<file path="src/rtl/hft_pkg.sv">
// Shared types and constants for the order transmit path.
package hft_pkg;

  localparam int ADDR_W_DEF = 8;
  localparam int DATA_W_DEF = 32;

  localparam logic SIDE_BUY  = 1'b1;
  localparam logic SIDE_SELL = 1'b0;

  typedef struct packed {
    logic                  side;
    logic [DATA_W_DEF-1:0] price;
    logic [DATA_W_DEF-1:0] vol;
  } order_t;

  typedef enum logic {IDLE, SEND} tx_state_t;

endpackage

</file>
<file path="src/rtl/tx_mux_rr_arbiter.sv">
// Combinational round-robin picker: first requester at or after ptr, wrapping.
module rr_arbiter #(
  parameter int NUM_STOCKS = 4,
  parameter int IDX_W      = 2
) (
  input  logic [NUM_STOCKS-1:0] req,
  input  logic [IDX_W-1:0]      ptr,
  output logic [NUM_STOCKS-1:0] gnt,
  output logic [IDX_W-1:0]      gnt_idx
);

  int         j;
  logic       found;
  logic [IDX_W-1:0] jj;

  always_comb begin
    gnt     = '0;
    gnt_idx = '0;
    found   = 1'b0;
    j       = 0;
    jj      = '0;
    for (int k = 0; k < NUM_STOCKS; k++) begin
      j = int'(ptr) + k;
      if (j >= NUM_STOCKS) j = j - NUM_STOCKS;
      jj = IDX_W'(j);
      if (!found && req[jj]) begin
        found   = 1'b1;
        gnt[jj] = 1'b1;
        gnt_idx = jj;
      end
    end
  end

endmodule

</file>
<file path="src/rtl/tx_mux.sv">
// Funnels per-stock order slots into one valid/ready order stream, round-robin.
// Optional TX_MUX_STATS_EN adds saturating sent/drop counters.
module tx_mux
  import hft_pkg::*;
#(
  parameter int NUM_STOCKS = 4,
  parameter int ADDR_W     = ADDR_W_DEF,
  parameter int DATA_W     = DATA_W_DEF
) (
  input  logic                         clk,
  input  logic                         reset,
  input  logic [NUM_STOCKS-1:0]        ord_dv,
  input  logic [NUM_STOCKS-1:0]        ord_side,
  input  logic [NUM_STOCKS*DATA_W-1:0] ord_price,
  input  logic [NUM_STOCKS*DATA_W-1:0] ord_vol,
  output logic [NUM_STOCKS-1:0]        ord_full,
  output logic [NUM_STOCKS-1:0]        ord_ovf,
  output logic [ADDR_W-1:0]            tx_addr,
  output logic                         tx_side,
  output logic [DATA_W-1:0]            tx_price,
  output logic [DATA_W-1:0]            tx_vol,
  output logic                         tx_dv,
  input  logic                         tx_ready
`ifdef TX_MUX_STATS_EN
  ,
  output logic [15:0]                  sent_cnt,
  output logic [15:0]                  drop_cnt
`endif
);

  localparam int IDX_W = (NUM_STOCKS > 1) ? $clog2(NUM_STOCKS) : 1;

  tx_state_t             state, state_nxt;
  logic [NUM_STOCKS-1:0] full_q, ovf_q, arb_gnt, free_vec, cap_vec, drop_vec;
  logic [IDX_W-1:0]      rr_ptr, grant_q, arb_idx;
  logic                  accept;

  logic                  slot_side  [NUM_STOCKS];
  logic [DATA_W-1:0]     slot_price [NUM_STOCKS];
  logic [DATA_W-1:0]     slot_vol   [NUM_STOCKS];

  function automatic logic [IDX_W-1:0] next_ptr(input logic [IDX_W-1:0] g);
    if (int'(g) == NUM_STOCKS - 1) return '0;
    return g + IDX_W'(1);
  endfunction

  rr_arbiter #(.NUM_STOCKS(NUM_STOCKS), .IDX_W(IDX_W)) u_arb (
    .req     (full_q),
    .ptr     (rr_ptr),
    .gnt     (arb_gnt),
    .gnt_idx (arb_idx)
  );

  assign accept   = (state == SEND) && tx_ready;
  assign tx_dv    = (state == SEND);
  assign ord_full = full_q;
  assign ord_ovf  = ovf_q;

  // A slot being accepted this cycle counts as empty for an incoming strobe
  always_comb begin
    free_vec = '0;
    if (accept) free_vec[grant_q] = 1'b1;
  end

  assign cap_vec  = ord_dv & (~full_q | free_vec);
  assign drop_vec = ord_dv & full_q & ~free_vec;

  always_comb begin
    state_nxt = state;
    unique case (state)
      IDLE:    if (|arb_gnt) state_nxt = SEND;
      SEND:    if (tx_ready) state_nxt = IDLE;
      default: state_nxt = IDLE;
    endcase
  end

  always_ff @(posedge clk or posedge reset) begin
    if (reset) begin
      state    <= IDLE;
      full_q   <= '0;
      ovf_q    <= '0;
      rr_ptr   <= '0;
      grant_q  <= '0;
      tx_addr  <= '0;
      tx_side  <= 1'b0;
      tx_price <= '0;
      tx_vol   <= '0;
    end else begin
      state  <= state_nxt;
      full_q <= (full_q & ~free_vec) | cap_vec;
      ovf_q  <= ovf_q | drop_vec;
      if (state == IDLE && |arb_gnt) begin
        grant_q  <= arb_idx;
        tx_addr  <= ADDR_W'(arb_idx);
        tx_side  <= slot_side[arb_idx];
        tx_price <= slot_price[arb_idx];
        tx_vol   <= slot_vol[arb_idx];
      end
      if (accept) rr_ptr <= next_ptr(grant_q);
    end
  end

  // Slot payload needs no reset; occupancy is tracked by full_q
  always_ff @(posedge clk) begin
    for (int i = 0; i < NUM_STOCKS; i++) begin
      if (cap_vec[i]) begin
        slot_side[i]  <= ord_side[i];
        slot_price[i] <= ord_price[i*DATA_W +: DATA_W];
        slot_vol[i]   <= ord_vol[i*DATA_W +: DATA_W];
      end
    end
  end

`ifdef TX_MUX_STATS_EN
  function automatic logic [15:0] sat_add(input logic [15:0] a, input int unsigned b);
    logic [16:0] s;
    s = {1'b0, a} + 17'(b);
    return s[16] ? 16'hFFFF : s[15:0];
  endfunction

  always_ff @(posedge clk or posedge reset) begin
    if (reset) begin
      sent_cnt <= '0;
      drop_cnt <= '0;
    end else begin
      sent_cnt <= sat_add(sent_cnt, accept ? 1 : 0);
      drop_cnt <= sat_add(drop_cnt, $countones(drop_vec));
    end
  end
`endif

endmodule
</file>
<file path="config.mk">
export PLATFORM = sky130hd
export DESIGN_NAME = tx_mux
export DESIGN_NICKNAME = d
export VERILOG_FILES = /design/src/rtl/hft_pkg.sv /design/src/rtl/tx_mux_rr_arbiter.sv /design/src/rtl/tx_mux.sv
export SDC_FILE = /design/constraint.sdc
export NUM_CORES = 1
export LEC_CHECK = 0
export CORE_MARGIN = 2
export CORE_UTILIZATION = 47
export CTS_CLUSTER_SIZE = 20
export DETAILED_ROUTE_END_ITERATION = 7
export MAX_ROUTING_LAYER = met4
export PLACE_DENSITY = 0.77
export SYNTH_ARGS = -nofsm -noshare
export SYNTH_HDL_FRONTEND = slang
export SYNTH_SLANG_ARGS = --single-unit
</file>
<file path="constraint.sdc">
create_clock -name clk -period 4.3 [get_ports clk]
set_clock_uncertainty 0.2 [all_clocks]
set_input_delay 0.86 -clock clk [delete_from_list [all_inputs] [get_ports clk]]
set_output_delay 0.86 -clock clk [all_outputs]
set_load 0.03 [all_outputs]
</file>
==> flow_summary.ini <==
[global_routing]
grt_max_degree = 57
gr-usage-all-layers_pct = 21.9
antenna_found_initial = 3
grt_pass1_vias = 8286
gr-total-overflow = 0
grt_pass1_wl_um = 46500

[synthesis]
ys_ff_latch = 338
synth_cells = 773
yosysSeqAreaShare_pct = 73.5
syn_area_um2 = 13300
synth_cell_types = 31
avgSynthCellArea_um2 = 17.2
yosysWarnings = 0

[clocking]
clk_pin_slew_worst_paths_ns = 0.06
cts_tree = yes
clock-sinks = 338
htree_levels = 2
cts_buffer_depth = 3
cts_root_buf = clkbuf_16
clock_latency_ns = 0.51
cts_inserted_buffers = 36
hold_buffers = 0
post-cts-setup-buffer-count = 0
cts_resized = 0

[cells_and_area]
fin_nets = 1406
final_common_cell = clkdlybuf4s50_1
fin_cells = 1539
mostFrequentLayoutCells = 342 x clkdlybuf4s50_1, 260 x edfxtp_1, 131 x mux2i_1, 78 x dfrtp_1, 75 x nand2_1
syn_to_final_growth_pct = 38.0
stdcell_area_um2 = 18300
drive_above_1_share_pct = 12.9

[floorplanning]
die_area_um2 = 29600
core_region_area_um2 = 27800
num_rows = 61
start_util_pct = 47.8
fp.dieW_um = 172
io_pins = 349
die_y_um = 172

[place]
io_buffers = 342
dp_slack_ns = 0.805
dpl-instance-area_um2 = 17200
dp.final_hpwl_um = 21400
gp_congestion = 0.748
dpl.cell_count = 1469

[worst_setup_path]
worst_setup_path_end_kind = flop
worstPathRequired_ns = 4.53
critPathBufInv = 2
cp_cell_sequence = inv_1 -> ha_1 -> mux4_2 -> nor2b_1 -> o21ai_0 -> a21o_4 -> buf_12 -> nand2_1 -> o21ai_1
critPathLaunchType = flop
critPathKind = reg2reg
arrival_ns = 3.75
critPathSlowestCell = dfrtp_1
crit_family = compound AO/OA/AOI/OAI gates
slowest_delay_ns = 0.64
cp_max_fo = 50

[sta]
maxSlewHeadroom_pct = 45.4
finalWorstSetupSlack_ns = 0.780
setup_tns_ns = 0
slew_violations = 0
finalCritPeriodShare_pct = 81.8
fmax_mhz = 284
period_minus_slack_ns = 3.52
hold_violations = 0
setup_viol = 0
tightestPinTransition_ns = 0.819
rsz0062_at_grt = no

[run]
cap_violations = 0

[routing]
drt_first_iter_violations = 429
drc = 0
drt_wl_total_um = 31700
ant_nets = 0
wl_per_cell_um = 20.6
num_vias = 7705
drtPass1Iterations = 4
avgViaCountPerCell = 5.01

[power_and_ir_drop]
power_density_nw_per_um2 = 689
leakagePower_nw = 6.84
irDropWorstVdd_uv = 440

[min_path]
hp-class = reg2reg

[outcome]
outcome = completed
[cell type report]
cell class	count	area, um^2
antenna	4	10.0
clock buffer	49	1000
clock inverter	17	115
fill	2002	9460
inverter	6	25.0
multi-input combinational	391	3290
sequential	338	9760
tap	378	473
timing repair buffer	356	3640
[stage by stage]
| step | total power (W) | util, % | hold slack (ns) |
|---|---|---|---|
| 2_1_floorplan | 0.00809 | - | 0.448 |
| 3_3_place_gp | 0.00967 | 61.9 | 0.250 |
| 3_5_place_dp | 0.00983 | 61.9 | 0.269 |
| 4_1_cts | 0.0128 | 65.9 | 0.281 |
| 5_1_grt | 0.0133 | 65.9 | 0.290 |
| 6_report | 0.0126 | 65.9 | 0.270 |
[synthesized netlist by cell type, drive strengths merged]
library cell | instances | share of area [%]
a31oi | 1 | 0.047
ha | 10 | 0.94
edfxtp | 260 | 59
inv | 6 | 0.17
o31a | 1 | 0.066
nand2b | 4 | 0.19
o21ai | 70 | 2.6
nor4 | 1 | 0.047
o32ai | 1 | 0.066
mux2 | 68 | 6.9
and2 | 5 | 0.24
clkbuf | 12 | 0.34
a211oi | 1 | 0.057
or4 | 1 | 0.057
conb | 1 | 0.028
nor2b | 2 | 0.094
mux2i | 131 | 9.9
buf | 31 | 1.5
nand2 | 75 | 2.1
a21o | 1 | 0.057
a31o | 4 | 0.26
nor2 | 5 | 0.16
dfrtp | 78 | 15
mux4 | 4 | 0.68
[state kept, by name, summed over array words and instances, names as in the netlist]
register,flops
tx_price,32
tx_side,1
slot_vol,128
rr_ptr,2
tx_dv,1
ord_full,4
grant_q,2
slot_side,4
ord_ovf,4
tx_vol,32
slot_price,128
[kinds of logic after synthesis]
| group | share of synthesized area [%] |
|---|---|
| flip-flops | 73.5 |
| multiplexers | 17.4 |
| AND/OR/NAND/NOR | 2.90 |
| AO/OA/AOI/OAI | 3.19 |
| buffers and inverters | 2.02 |
| adder cells (fa/ha/maj) | 0.942 |
| other | 0.0282 |
[worst paths after layout]
check                           start         end  slack, ns  cells past startpoint
setup / recovery            rr_ptr[0]  tx_vol[28]       0.78                      9
min in group asynchronous       reset  tx_vol[19]       0.67                      2
hold reg to reg            ord_ovf[0]  ord_ovf[0]       0.27                      1
max in group asynchronous       reset  tx_vol[31]       2.47                      3
setup reg to reg            rr_ptr[0]  tx_vol[28]       0.78                      9
hold / removal             ord_ovf[0]  ord_ovf[0]       0.27                      1
[metal layers]
layer  GRT usage (%)  part of all wire (%)
met1            24.5                    38
met2            37.8                    52
met3            6.61                   7.8
met4            7.01                   2.6
met5               -                     0
[power breakdown]
part	switching [W]	leakage [nW]	internal [W]
combinational	0.00275	2.99	0.00239
clock	0.00122	0.555	0.00170
sequential	0.000307	3.30	0.00425
total	0.00428	6.84	0.00835
Note: power is estimated with default switching activity, not from simulation.
